==> config.mk <==
export PLATFORM = sky130hd
export DESIGN_NAME = result_display_3by3
export DESIGN_NICKNAME = d
export VERILOG_FILES = /design/src/rtl/result_display_3by3_pkg.sv /design/src/rtl/result_display_3by3_bin2bcd_seq.sv /design/src/rtl/result_display_3by3.sv
export SDC_FILE = /design/constraint.sdc
export NUM_CORES = 1
export LEC_CHECK = 0
export CAP_MARGIN = 20
export CORE_MARGIN = 1.5
export CORE_UTILIZATION = 45
export DETAILED_ROUTE_END_ITERATION = 12
export MAX_ROUTING_LAYER = met4
export SLEW_MARGIN = 10
export SYNTH_ARGS = -nofsm -noshare
export SYNTH_HDL_FRONTEND = slang
export SYNTH_SLANG_ARGS = --single-unit
==> constraint.sdc <==
create_clock -name clk -period 3.8 [get_ports clk]
set_clock_uncertainty 0.1 [all_clocks]
set_input_delay 1.14 -clock clk [delete_from_list [all_inputs] [get_ports clk]]
set_output_delay 1.14 -clock clk [all_outputs]
set_load 0.005 [all_outputs]
==> src/rtl/result_display_3by3_pkg.sv <==
// ---------------------------------------------------------------------------
// disp_pkg
// Shared definitions for the 3x3 result display stage: the conversion FSM
// state type, the active-low 7-segment codes ({g,f,e,d,c,b,a}), a BCD
// nibble to segment decoder and the default result width.
// ---------------------------------------------------------------------------
package disp_pkg;

    localparam int DEFAULT_DATA_W = 10;

    typedef enum logic [1:0] {
        ST_IDLE   = 2'd0,
        ST_LOAD   = 2'd1,
        ST_SHIFT  = 2'd2,
        ST_COMMIT = 2'd3
    } state_e;

    localparam logic [6:0] SEG_0     = 7'h40;
    localparam logic [6:0] SEG_1     = 7'h79;
    localparam logic [6:0] SEG_2     = 7'h24;
    localparam logic [6:0] SEG_3     = 7'h30;
    localparam logic [6:0] SEG_4     = 7'h19;
    localparam logic [6:0] SEG_5     = 7'h12;
    localparam logic [6:0] SEG_6     = 7'h02;
    localparam logic [6:0] SEG_7     = 7'h78;
    localparam logic [6:0] SEG_8     = 7'h00;
    localparam logic [6:0] SEG_9     = 7'h10;
    localparam logic [6:0] SEG_BLANK = 7'h7F;
    localparam logic [6:0] SEG_MINUS = 7'h3F;

    // Non-decimal nibbles never come out of the converter; they map to blank.
    function automatic logic [6:0] bcd_to_seg(input logic [3:0] nibble);
        logic [6:0] code;
        case (nibble)
            4'd0:    code = SEG_0;
            4'd1:    code = SEG_1;
            4'd2:    code = SEG_2;
            4'd3:    code = SEG_3;
            4'd4:    code = SEG_4;
            4'd5:    code = SEG_5;
            4'd6:    code = SEG_6;
            4'd7:    code = SEG_7;
            4'd8:    code = SEG_8;
            4'd9:    code = SEG_9;
            default: code = SEG_BLANK;
        endcase
        return code;
    endfunction

endpackage

==> src/rtl/result_display_3by3_bin2bcd_seq.sv <==
// ---------------------------------------------------------------------------
// bin2bcd_seq
// Sequential double-dabble converter: DATA_W-bit unsigned in, three BCD
// digits out, one shift per clock.
//   clk, rst_n : clock, asynchronous active-low reset
//   start      : load bin_in and clear the BCD digits (takes priority)
//   abort      : drop any conversion in flight
//   bin_in     : unsigned magnitude to convert
//   bcd_out    : {hundreds, tens, ones}; final once the last shift is taken
//   done       : high during the last shift cycle, so bcd_out is final on
//                the following cycle
// ---------------------------------------------------------------------------
module bin2bcd_seq
    import disp_pkg::*;
#(
    parameter int DATA_W = DEFAULT_DATA_W
) (
    input  logic              clk,
    input  logic              rst_n,
    input  logic              start,
    input  logic              abort,
    input  logic [DATA_W-1:0] bin_in,
    output logic [11:0]       bcd_out,
    output logic              done
);

    localparam int CNT_W = $clog2(DATA_W + 1);

    logic [DATA_W+11:0] sr_q, sr_d;
    logic [CNT_W-1:0]   cnt_q, cnt_d;
    logic               active_q, active_d;
    logic [11:0]        adj;

    // Adjust every BCD nibble >= 5 by +3, then shift {bcd, mag} left by one.
    always_comb begin
        adj      = sr_q[DATA_W+11:DATA_W];
        for (int i = 0; i < 3; i++) begin
            if (adj[4*i +: 4] >= 4'd5) begin
                adj[4*i +: 4] = adj[4*i +: 4] + 4'd3;
            end
        end
        sr_d     = sr_q;
        cnt_d    = cnt_q;
        active_d = active_q;
        done     = 1'b0;
        if (abort) begin
            active_d = 1'b0;
        end else if (start) begin
            sr_d     = {12'd0, bin_in};
            cnt_d    = '0;
            active_d = 1'b1;
        end else if (active_q) begin
            sr_d  = {adj, sr_q[DATA_W-1:0]} << 1;
            cnt_d = cnt_q + 1'b1;
            if (cnt_q == CNT_W'(DATA_W - 1)) begin
                active_d = 1'b0;
                done     = 1'b1;
            end
        end
    end

    always_ff @(posedge clk or negedge rst_n) begin
        if (!rst_n) begin
            sr_q     <= '0;
            cnt_q    <= '0;
            active_q <= 1'b0;
        end else begin
            sr_q     <= sr_d;
            cnt_q    <= cnt_d;
            active_q <= active_d;
        end
    end

    assign bcd_out = sr_q[DATA_W+11:DATA_W];

endmodule

==> src/rtl/result_display_3by3.sv <==
// ---------------------------------------------------------------------------
// result_display_3by3
// Shows the signed 3x3 convolution result selected by the controller on a
// 4-digit multiplexed active-low 7-segment display, with one-hot index LEDs.
//   clk, rst_n          : clock, asynchronous active-low reset
//   toggle_3by3         : 1 = show results, 0 = blank and idle
//   buffer_read_addr_in : result index (0=C11, 1=C12, 2=C21, 3=C22)
//   buffer_data         : signed result read at that index
//   seg                 : {g,f,e,d,c,b,a}, active-low
//   an                  : digit enables, active-low one-hot, an[0] rightmost
//   led                 : one-hot of the displayed index
//   busy                : a conversion is in flight
// ---------------------------------------------------------------------------
module result_display_3by3
    import disp_pkg::*;
#(
    parameter int DATA_W  = DEFAULT_DATA_W,
    parameter int REFRESH = 50000
) (
    input  logic              clk,
    input  logic              rst_n,
    input  logic              toggle_3by3,
    input  logic [1:0]        buffer_read_addr_in,
    input  logic [DATA_W-1:0] buffer_data,
    output logic [6:0]        seg,
    output logic [3:0]        an,
    output logic [3:0]        led,
    output logic              busy
);

    localparam int CNT_W = (REFRESH > 1) ? $clog2(REFRESH) : 1;

    state_e              state_q, state_d;
    logic                pending_q, pending_d;
    logic                toggle_prev_q;
    logic [1:0]          addr_q, addr_d;
    logic [DATA_W-1:0]   data_q, data_d;
    logic                sign_q, sign_d;
    logic [1:0]          last_addr_q, last_addr_d;
    logic [DATA_W-1:0]   last_data_q, last_data_d;
    logic                disp_sign_q, disp_sign_d;
    logic [3:0]          disp_hund_q, disp_hund_d;
    logic [3:0]          disp_tens_q, disp_tens_d;
    logic [3:0]          disp_ones_q, disp_ones_d;
    logic [3:0]          led_q, led_d;
    logic                shown_q, shown_d;
    logic [CNT_W-1:0]    scan_cnt_q, scan_cnt_d;
    logic [1:0]          digit_idx_q, digit_idx_d;

    logic                conv_start;
    logic                conv_done;
    logic [11:0]         conv_bcd;
    logic [DATA_W-1:0]   mag;
    logic                trig_idle;
    logic                trig_busy;
    logic [6:0]          digit_seg;

    // |buffer_data| as unsigned; the most negative value maps to its
    // magnitude because the result is reinterpreted as unsigned.
    assign mag = buffer_data[DATA_W-1] ? (~buffer_data + 1'b1) : buffer_data;

    // From IDLE, compare against what is on the display. While converting,
    // compare against the inputs captured for the conversion in flight, so
    // the in-flight value itself does not queue a repeat of itself.
    assign trig_idle = toggle_3by3 &&
                       ((buffer_read_addr_in != last_addr_q) ||
                        (buffer_data != last_data_q) ||
                        !toggle_prev_q);
    assign trig_busy = toggle_3by3 &&
                       ((state_q == ST_SHIFT) || (state_q == ST_COMMIT)) &&
                       ((buffer_read_addr_in != addr_q) ||
                        (buffer_data != data_q));

    bin2bcd_seq #(
        .DATA_W (DATA_W)
    ) u_bin2bcd (
        .clk     (clk),
        .rst_n   (rst_n),
        .start   (conv_start),
        .abort   (!toggle_3by3),
        .bin_in  (mag),
        .bcd_out (conv_bcd),
        .done    (conv_done)
    );

    // Conversion FSM, pending restart and display register update.
    // Dropping toggle_3by3 overrides everything and aborts to IDLE.
    always_comb begin
        state_d     = state_q;
        pending_d   = pending_q;
        addr_d      = addr_q;
        data_d      = data_q;
        sign_d      = sign_q;
        last_addr_d = last_addr_q;
        last_data_d = last_data_q;
        disp_sign_d = disp_sign_q;
        disp_hund_d = disp_hund_q;
        disp_tens_d = disp_tens_q;
        disp_ones_d = disp_ones_q;
        led_d       = led_q;
        shown_d     = shown_q;
        conv_start  = 1'b0;
        if (!toggle_3by3) begin
            state_d   = ST_IDLE;
            pending_d = 1'b0;
        end else begin
            case (state_q)
                ST_IDLE: begin
                    if (trig_idle) begin
                        state_d = ST_LOAD;
                    end
                end
                ST_LOAD: begin
                    conv_start = 1'b1;
                    addr_d     = buffer_read_addr_in;
                    data_d     = buffer_data;
                    sign_d     = buffer_data[DATA_W-1];
                    state_d    = ST_SHIFT;
                end
                ST_SHIFT: begin
                    if (trig_busy) begin
                        pending_d = 1'b1;
                    end
                    if (conv_done) begin
                        state_d = ST_COMMIT;
                    end
                end
                ST_COMMIT: begin
                    disp_sign_d = sign_q;
                    disp_hund_d = conv_bcd[11:8];
                    disp_tens_d = conv_bcd[7:4];
                    disp_ones_d = conv_bcd[3:0];
                    led_d       = 4'b0001 << addr_q;
                    shown_d     = 1'b1;
                    last_addr_d = addr_q;
                    last_data_d = data_q;
                    if (pending_q || trig_busy) begin
                        state_d   = ST_LOAD;
                        pending_d = 1'b0;
                    end else begin
                        state_d = ST_IDLE;
                    end
                end
                default: state_d = ST_IDLE;
            endcase
        end
    end

    // Free-running scan, independent of the FSM; digit index walks 3,2,1,0.
    always_comb begin
        scan_cnt_d  = scan_cnt_q + 1'b1;
        digit_idx_d = digit_idx_q;
        if (scan_cnt_q == CNT_W'(REFRESH - 1)) begin
            scan_cnt_d  = '0;
            digit_idx_d = digit_idx_q - 2'd1;
        end
    end

    always_ff @(posedge clk or negedge rst_n) begin
        if (!rst_n) begin
            state_q       <= ST_IDLE;
            pending_q     <= 1'b0;
            toggle_prev_q <= 1'b0;
            addr_q        <= '0;
            data_q        <= '0;
            sign_q        <= 1'b0;
            last_addr_q   <= '0;
            last_data_q   <= '0;
            disp_sign_q   <= 1'b0;
            disp_hund_q   <= '0;
            disp_tens_q   <= '0;
            disp_ones_q   <= '0;
            led_q         <= '0;
            shown_q       <= 1'b0;
            scan_cnt_q    <= '0;
            digit_idx_q   <= 2'd3;
        end else begin
            state_q       <= state_d;
            pending_q     <= pending_d;
            toggle_prev_q <= toggle_3by3;
            addr_q        <= addr_d;
            data_q        <= data_d;
            sign_q        <= sign_d;
            last_addr_q   <= last_addr_d;
            last_data_q   <= last_data_d;
            disp_sign_q   <= disp_sign_d;
            disp_hund_q   <= disp_hund_d;
            disp_tens_q   <= disp_tens_d;
            disp_ones_q   <= disp_ones_d;
            led_q         <= led_d;
            shown_q       <= shown_d;
            scan_cnt_q    <= scan_cnt_d;
            digit_idx_q   <= digit_idx_d;
        end
    end

    // Leading-zero blanking for the selected digit.
    always_comb begin
        case (digit_idx_q)
            2'd3:    digit_seg = disp_sign_q ? SEG_MINUS : SEG_BLANK;
            2'd2:    digit_seg = (disp_hund_q == 4'd0) ? SEG_BLANK
                                                       : bcd_to_seg(disp_hund_q);
            2'd1:    digit_seg = ((disp_hund_q == 4'd0) && (disp_tens_q == 4'd0))
                                 ? SEG_BLANK : bcd_to_seg(disp_tens_q);
            default: digit_seg = bcd_to_seg(disp_ones_q);
        endcase
    end

    // Outputs stay dark until a value has been committed since reset, and
    // whenever the display mode is off.
    always_comb begin
        if (toggle_3by3 && shown_q) begin
            an  = ~(4'b0001 << digit_idx_q);
            seg = digit_seg;
            led = led_q;
        end else begin
            an  = 4'hF;
            seg = SEG_BLANK;
            led = 4'h0;
        end
    end

    assign busy = toggle_3by3 && (state_q != ST_IDLE);

endmodule

-- Yosys cells after proc, flatten, opt, wreduce, memory -nomap -nowiden
Memory sizes are Yosys's and may differ from the RTL's.
Index checks and enable logic that the tools add are counted.
- register bits: 92
- memory bits (read-only): 336
- input port bits: 15
- output and inout bits: 16
- word-level logic and storage cells: 110
- memories: 3
- memory list (name ; words ; width ; read ports ; clocked after Yosys merged registers in ; wr ports ; line ; text):
    (no name shown) ; 16 ; 7 ; 1 ; 0 ; 0 ; result_display_3by3_pkg.sv:34 ; case (nibble)
    (no name shown) ; 16 ; 7 ; 1 ; 0 ; 0 ; result_display_3by3_pkg.sv:34 ;
    (no name shown) ; 16 ; 7 ; 1 ; 0 ; 0 ; result_display_3by3_pkg.sv:34 ;
- add/sub/neg operators: 7
- magnitude comparators: 3
- equal/unequal tests: 17
- shift operators: 2
- multiplexer cells: 35
- bitwise logic cells: 2
- reduce and logical (&&, ||, !) cells: 22
- operators by type and width (cell ; count):
    $mux W22 ; 2
    $mux W7 ; 4
    $mux W4 ; 6
    $pmux W7 S3 ; 1
    $ne A10 B10 Y1 ; 2
    $add A16 B1 Y16 const B ; 1
    $eq A16 B16 Y1 const B ; 1
    $mux W16 ; 1
    $mux W1 ; 14
    $ge A4 B3 Y1 const B ; 3
    $add A10 B1 Y10 const B ; 1
    $mux W10 ; 1
    $not A10 Y10 ; 1
    $ne A3 B3 Y1 const B ; 3
    $add A4 B2 Y4 const B ; 2
    $eq A2 B2 Y1 const B ; 4
    $logic_not A4 Y1 ; 2
    $pmux W2 S4 ; 1
    $reduce_and A2 Y1 ; 4
    $shl A1 B2 Y4 const A ; 2
    $logic_and A1 B1 Y1 ; 6
    $mux W2 ; 3
    $logic_or A1 B1 Y1 ; 5
    $add A4 B1 Y4 const B ; 1
    other kinds (14) ; 17

-- Logic depth before layout (Yosys ltp)
Gate-level depths: netlist of run 1.
- depth in word-level cells: 8
- mapped depth: 8
- gate-level depth less buffers: 7

-- Hierarchy
From an unflattened synthesis of run 1, not the netlist that was laid out.
- cells, all modules: 554
- area, all modules: 5520.3 sq um
- by module, submodules not included (module ; instances ; cells each ; area an instance (sq um) ; sequential area each (sq um)):
    result_display_3by3 ; 1 ; 390 ; 3917.5 ; 1579.0
    bin2bcd_seq ; 1 ; 164 ; 1602.8 ; 675.6

-- Worst setup path after synthesis of run 1
OpenSTA, ideal clock, no wires.
- path type: input to output
- from: input port toggle_3by3
- to: output port seg[5]
- arrival time: 1956 ps
- required time: 2560 ps
- setup slack: 604 ps
- stages on the path: 5
- buffers on the path: 2
- path through: buf_2 -> and2_1 -> clkbuf_1 -> and2_1 -> a32oi_1
- word-level cells in the longest chain between the ends: 2
- RTL lines (what ; line ; text):
    start: declaration ; result_display_3by3.sv:22 ; input logic toggle_3by3,
    $logic_and A1 B1 Y1 ; result_display_3by3.sv:212 ; if (toggle_3by3 && shown_q) begin
    $mux W7 ; result_display_3by3.sv:212 ;
    end: declaration ; result_display_3by3.sv:25 ; output logic [6:0] seg,
No other way between the ends.

-- Worst setup path in the final report of run 1
- from: register disp_hund_q[1]
- to: output port seg[4]
- word-level cells in the longest chain between the ends: 5
- elaborated cells on any way between the ends: 7
- classes of those cells: mux (4); reduce/logical (2); memory (1)
- RTL lines (what ; line ; text):
    start: declaration ; result_display_3by3.sv:42 ; logic [3:0] disp_hund_q, disp_hund_d;
    start signal: assignment ; result_display_3by3.sv:187 ; disp_hund_q <= disp_hund_d;
    branches (longest 3 deep; another with $mem_v2 Z16 W7) ; n/a ;
    $pmux W7 S3 * ; result_display_3by3.sv:199 ; case (digit_idx_q)
    $mux W7 * ; result_display_3by3.sv:212 ;
Every way passes the cells marked *.

==> summary.md, run 1 <==
| Metric | Value |
|---|---|
| GP Congestion | `0.8912` |
| Rel. slew slack | `0.3482` |
| Final Max Tran Viols | `0` |
| Worst hold stages | `1` |
| GRT Residual Overflow | `0` |
| Final setup violating endpoints | `0` |
| Die area | `12420 µm²` |
| Clk root buf | `clkbuf_16` |
| Crit Path Category | `flip-flop to output port` |
| Post-layout nets | `653` |
| Vias in the first global route | `4018` |
| Clock transition at path regs | `0.06 ns` |
| Routed Antenna Nets | `0` |
| HPWL Detailed | `8.432 mm` |
| Share of layout cells above drive strength 1 | `0.1201` |
| Final Power | `3712 µW` |
| Synth Net Count | `619` |
| CTS H-tree lvls | `3` |
| All-Layer GR Usage | `0.2009` |
| Seq cells post-synth | `90` |
| Routed via count | `4059` |
| Worst hold path type | `flip-flop to flip-flop` |
| Num rows | `39` |
| N_diodes | `0` |
| Reg2Reg Depth | `5` |
| Synth Warn # | `0` |
| Distinct cell type count after synthesis | `52` |
| Status | `finished, final reports clean` |
| Max_cap viols | `0` |
| Clk buf depth | `2` |
| Vias/cell | `5.405` |
| Syn avg cell area | `9.297 µm²` |
| Netlist Area Pre-Place | `5290 µm²` |
| Final Hold Fails | `0` |
| Leak | `0.002713 µW` |
| Final Cycle Share | `0.9824` |
| Least-Margin Pin Slew | `0.9675 ns` |
| Crit start category | `flip-flop` |
| Worst skew pair latency | `0.34 ns` |
| Synth Flop Type | `dfrtp_1` |
| Pwr/cell area | `606.4 nW/µm²` |
| Avg WL per Cell | `15.28 µm` |
| FMAX | `267.9 MHz` |
| Fillers | `1043` |
| Die W | `111.4 µm` |
| Drt first pass iters | `4` |
| Final routed DRC violation total | `0` |
| Placed inst area | `5744 µm²` |
| Syn Inst Count | `569` |
| First-pass GRT wire length | `19.66 mm` |
| Post-Route WL | `11.48 mm` |
| Post-synth ARST share | `1.000` |
| Seq/Total Area, Yosys | `0.4262` |
| VDD IR-drop max | `297.3 µV` |
| Initial core utilization | `0.4633` |
| Layout area overhead | `15.70%` |
| Port Buf Inserts | `30` |
| CTS sink cnt | `90` |
| Nature of the critical path endpoint | `output port` |
| Critical path data arrival time | `2.49 ns` |
| CORE AREA | `11420 µm²` |
| EDFF count, synth | `0` |
| Crit Path Max Fanout | `6` |
| Inserted Clock Buffers | `9` |
| Iteration-0 DRC count of the detailed router | `218` |
| WP data required | `2.56 ns` |
| Initial antenna violation count | `0` |
| Tmin final | `3.733 ns` |
| CTS tree | `done` |
| Chip height | `111.4 µm` |
| I/O Pins | `31` |
| Final instance area | `6121 µm²` |
| Largest net degree at the start of global routing | `54` |
-- sequential cells by signal, summed over array words and instances (netlist names) --
register,cells
addr_q,2
data_q,10
digit_idx_q,2
disp_hund_q,4
disp_ones_q,4
disp_tens_q,4
last_addr_q,2
last_data_q,10
led_q,4
pending_q,1
scan_cnt_q,16
shown_q,1
state_q,2
toggle_prev_q,1
u_bin2bcd.active_q,1
u_bin2bcd.cnt_q,4
u_bin2bcd.sr_q,22
-- metal layers --
layer / track usage / vias up / part of all wire / wire [µm]
met4: 0.05738 / 0 / 0.014 / 165
met5: - / - / 0 / 0
met2: 0.3337 / 63 / 0.50 / 5711
met1: 0.2517 / 1942 / 0.46 / 5232
li1: - / 2043 / - / -
met3: 0.03811 / 11 / 0.032 / 367
-- cell type report --
class / count / area [µm²] / area share
multi-input combinational: 427 / 2836 / 0.4634
sequential: 90 / 2257 / 0.3688
timing repair buffer: 51 / 456.7 / 0.07461
clock buffer: 10 / 239.0 / 0.03904
tap: 143 / 178.9 / 0.02923
inverter: 24 / 90.09 / 0.01472
clock inverter: 6 / 62.56 / 0.01022
-- critical path, stage by stage (launching register included) --
cell and delay (ns):
dfrtp_2 0.42, inv_1 0.12, ha_4 0.19, and4bb_2 0.25, or4_1 0.40, nand4_1 0.12
a32o_1 0.18, nand2_1 0.05, clkdlybuf4s50_1 0.43
-- what timing repair did --
action                                  in CTS  in global routing
buffers inserted                             1                  5
hold buffers                                 0                  0
resized for setup                            2                 13
endpoints found under the setup margin      13                  7
pin swaps                                    1                  5
-- kinds of logic (layout without fill, tap and decap cells) --
family	Yosys count	in the layout	synth area share
compound gates	121	121	0.1353
xor+xnor	49	49	0.08396
fa+ha+maj	35	35	0.08278
buf+inv	52	91	0.04257
flops	90	90	0.4262
mux	22	22	0.04588
simple gates	200	200	0.1833
-- per-stage QoR --
stage | std cells | TNS, ns | setup WS, ns | utilization | hold WS, ns
floorplan | 569 | 0 | 0.6043 | - | 0.3321
global placement | 729 | -0.7201 | -0.1520 | 0.5031 | 0.3493
detailed placement | 729 | -0.7976 | -0.1766 | 0.5031 | 0.3622
CTS | 746 | 0 | 0.001210 | 0.5301 | 0.3710
global route | 751 | -0.01772 | -0.01252 | 0.5361 | 0.3850
finish | 751 | 0 | 0.06706 | 0.5361 | 0.3766
-- cell usage in the layout, fill, tap and decap left out, types with 18 or more instances in the layout --
cell and n:
a21oi_1 29, buf_4 22, clkdlybuf4s50_1 27, dfrtp_1 86
ha_1 32, inv_1 23, mux2_2 18, nand2_1 76
nor2_1 35, o21ai_0 51, xnor2_1 21, xor2_1 26
-- cells in the mapped netlist (12+ instances only) --
cell | n | area, µm²
nand3_1 | 12 | 60.06
nand4_1 | 12 | 75.07
dfrtp_1 | 88 | 2202
clkbuf_1 | 21 | 78.83
nand2b_1 | 14 | 87.58
nand2_1 | 76 | 285.3
nor2_1 | 36 | 135.1
a21oi_1 | 29 | 145.1
inv_1 | 24 | 90.09
xnor2_1 | 21 | 183.9
mux2_2 | 18 | 202.7
xor2_1 | 26 | 227.7
ha_1 | 35 | 437.9
o21ai_0 | 53 | 265.3
-- power by group --
group	total [µW]	internal (µW)	switching [µW]	leakage [µW]
sequential	1480	1220	261	0.00116
clock	902	529	373	0.000153
combinational	1330	653	674	0.00140
total	3710	2400	1310	0.00271
-- worst paths after layout --
kind / from / endpoint / slack [ns]
min in group asynchronous: rst_n / scan_cnt_q[13] / 0.73
worst max-delay path: disp_hund_q[1] / seg[4] / 0.07
worst min register to register: scan_cnt_q[0] / scan_cnt_q[0] / 0.38
max in group asynchronous: rst_n / u_bin2bcd.sr_q[5] / 2.17
worst min-delay path: scan_cnt_q[0] / scan_cnt_q[0] / 0.38
worst max register to register: state_q[1] / u_bin2bcd.sr_q[9] / 1.53
No activity file was read; power rests on OpenSTA's default activity.
==> run 2: changes to the inputs <==
- ABC_AREA: not set -> 0
- CTS_CLUSTER_SIZE: not set -> 20
==> results of run 2 <==
No change in the layout: final DEF, timing and power equal those of run 1.
==> run 3: changes to the inputs <==
- PLACE_DENSITY: not set -> 0.65
- clock period: 3.8 -> 3.4 ns (I/O delays scaled with it)
==> run 3 against run 2 <==
Sequential share of layout area fell by 0.72 points. Sequential power is 11% higher. Register-to-register slack got worse by 0.32 ns. Combinational power increased by 14%. Clock power is 21% higher. Non-clock buffer count up 8. Worst hold slack got worse by 0.016 ns.
==> summary.md, run 3 (synthesized netlist as in run 1, its figures left out) <==
| Metric | Value |
|---|---|
| Critical path data arrival time | `2.22 ns (-0.27 ns)` |
| Comb pwr share | `0.357 (about the same)` |
| Cell at the slowest stage of the critical path | `clkdlybuf4s50_1` |
| Worst hold path type | `flip-flop to flip-flop` |
| Vias/cell | `5.421 (+0.30%)` |
| Crit Path Category | `primary input to output port` |
| Fillers | `1014 (-2.8%)` |
| Hold_ws | `0.3604 ns (-0.01613 ns)` |
| Die W | `111.4 µm (unchanged)` |
| Final Hold Fails | `0 (unchanged)` |
| Final Cycle Share | `0.9834` |
| I/O Pins | `31 (unchanged)` |
| Chip height | `111.4 µm (unchanged)` |
| HPWL Detailed | `8.267 mm (-2.0%)` |
| Switching Share | `0.3478 (-0.004428)` |
| CTS tree | `done` |
| Avg WL per Cell | `15.15 µm (-0.84%)` |
| Most frequent cells in the layout | `dfrtp_1, nand2_1, o21ai_0, nor2_1, ha_1` |
| Hold path start | `scan_cnt_q[0]` |
| VDD IR-drop max | `376.6 µV (+27%)` |
| Layout area overhead | `17.88%` |
| Clock transition at path regs | `0.06 ns (about the same)` |
| Largest registers | `u_bin2bcd.sr_q x22, scan_cnt_q x16` |
| Clk buf depth | `2 (unchanged)` |
| Biggest register | `u_bin2bcd.sr_q` |
| Pwr/cell area | `683.2 nW/µm² (+13%)` |
| Clock share of power | `0.256 (+0.013)` |
| Hold-fix buffers, CTS | `0 (unchanged)` |
| Initial antenna violation count | `1 (+1)` |
| Worst skew pair latency | `0.34 ns (about the same)` |
| FMAX | `299.1 MHz` |
| Rel. slew slack | `0.4053 (+0.05707)` |
| Vias in the first global route | `4134 (+2.9%)` |
| RSZ-0062 raised after global routing | `no` |
| Cell count along the critical path | `5 (-3)` |
| R2r setup slk | `1.21 ns (-0.32 ns)` |
| GRT Residual Overflow | `0 (unchanged)` |
| Top delay family on crit path | `buffers and inverters` |
| Port Buf Inserts | `30 (unchanged)` |
| Clk root buf | `clkbuf_16` |
| Max_cap viols | `0 (unchanged)` |
| Final Power | `4260 µW (+15%)` |
| Status | `finished, final reports clean` |
| CTS H-tree lvls | `3 (unchanged)` |
| CP max stage delay | `0.48 ns (+0.05 ns)` |
| Routed via count | `4109 (+1.2%)` |
| Post-layout nets | `661 (+1.2%)` |
| Leak | `0.002832 µW (+4.4%)` |
| Worst hold stages | `1 (unchanged)` |
| All-Layer GR Usage | `0.2010 (about the same)` |
| Num rows | `39 (unchanged)` |
| CORE AREA | `11420 µm² (unchanged)` |
| Least-Margin Pin Slew | `0.8853 ns (-0.08218 ns)` |
| Die area | `12420 µm² (unchanged)` |
| R2R Path End | `scan_cnt_q[8]` |
| WP data required | `2.28 ns (-0.28 ns)` |
| Iteration-0 DRC count of the detailed router | `220 (+0.92%)` |
| Max reg flops | `22 (unchanged)` |
| Final setup violating endpoints | `0 (unchanged)` |
| Most common cell after layout, fill and taps aside | `dfrtp_1` |
| RR Startpoint | `scan_cnt_q[6]` |
| Largest net degree at the start of global routing | `49 (-9.3%)` |
| GP Congestion | `0.9439 (+5.9%)` |
| Crit start category | `primary input` |
| Hold Path Sink | `scan_cnt_q[0]` |
| Share of layout cells above drive strength 1 | `0.1368 (+0.01674)` |
| Nature of the critical path endpoint | `output port` |
| Final Max Tran Viols | `0 (unchanged)` |
| Critical-path cell list | `clkdlybuf4s50_1 > buf_6 > and3_1 > a32oi_1 > dlygate4sd2_1` |
| Drt first pass iters | `4 (unchanged)` |
| Sequential power share | `0.386 (-0.014)` |
| Initial core utilization | `0.4633 (unchanged)` |
| Reg2Reg Depth | `5 (unchanged)` |
| Fin util | `0.5461 (+0.01008)` |
| Critical path buffer and inverter count | `3 (+1)` |
| Inserted Clock Buffers | `9 (unchanged)` |
| CTS sink cnt | `90 (unchanged)` |
| Tmin final | `3.344 ns` |
| Post-Route WL | `11.49 mm (about the same)` |
| Final routed DRC violation total | `0 (unchanged)` |
| Crit Path Max Fanout | `6 (unchanged)` |
| Psw | `1482 µW (+13%)` |
| Routed Antenna Nets | `0 (unchanged)` |
| Internal | `2779 µW (+16%)` |
| First-pass GRT wire length | `19.71 mm (+0.24%)` |
## run 3: cell type report
cell class	instances	area (µm²)	area share
tap	143	178.9	0.02869
clock inverter	2	60.06	0.009631
multi-input combinational	427	2860	0.4587
sequential	90	2255	0.3616
clock buffer	12	266.5	0.04274
inverter	24	90.09	0.01445
timing repair buffer	59	523.0	0.08387
antenna	1	2.502	0.0004013
## run 3: worst max path at each step
stage | endpoint | from
floorplan | seg[5] | toggle_3by3
global placement | seg[1] | toggle_3by3
detailed placement | seg[0] | toggle_3by3
CTS | led[2] | toggle_3by3
global route | seg[4] | disp_hund_q[0]
finish | seg[3] | toggle_3by3
## run 3: power groups by stage
stage	clock network (µW)	logic (µW)	registers [µW]
after floorplan	0	1050	1570
after global placement	0	1460	1640
after detailed placement	0	1510	1660
after CTS	1110	1500	1640
after global routing	1160	1710	1690
final	1090	1520	1650
## run 3: through the flow
stage                     setup slack (ns)  setup TNS (ns)  std cells  area [µm²]
after floorplan                     0.4443               0        569        5290
after global placement             -0.1899          -1.107        741        5847
after detailed placement           -0.2600          -1.258        741        5847
after CTS                        0.0004090               0        756        6191
after global routing              0.003550               0        758        6236
final                              0.05636               0        758        6236
## run 3: layer usage
metal	share of wire	vias to the layer above	track usage
li1	-	2045	-
met1	0.46	1964	0.2486
met2	0.48	76	0.3227
met3	0.035	24	0.03375
met4	0.026	0	0.09451
met5	0	-	-
## run 3: what timing repair did
item | 4_1_cts | 5_1_grt
resized for setup | 21 | 16
buffers inserted | 1 | 1
gates cloned | 0 | 0
setup endpoints to repair | 15 | 8
pin swaps | 5 | 7
hold endpoints to repair | 0 | 0
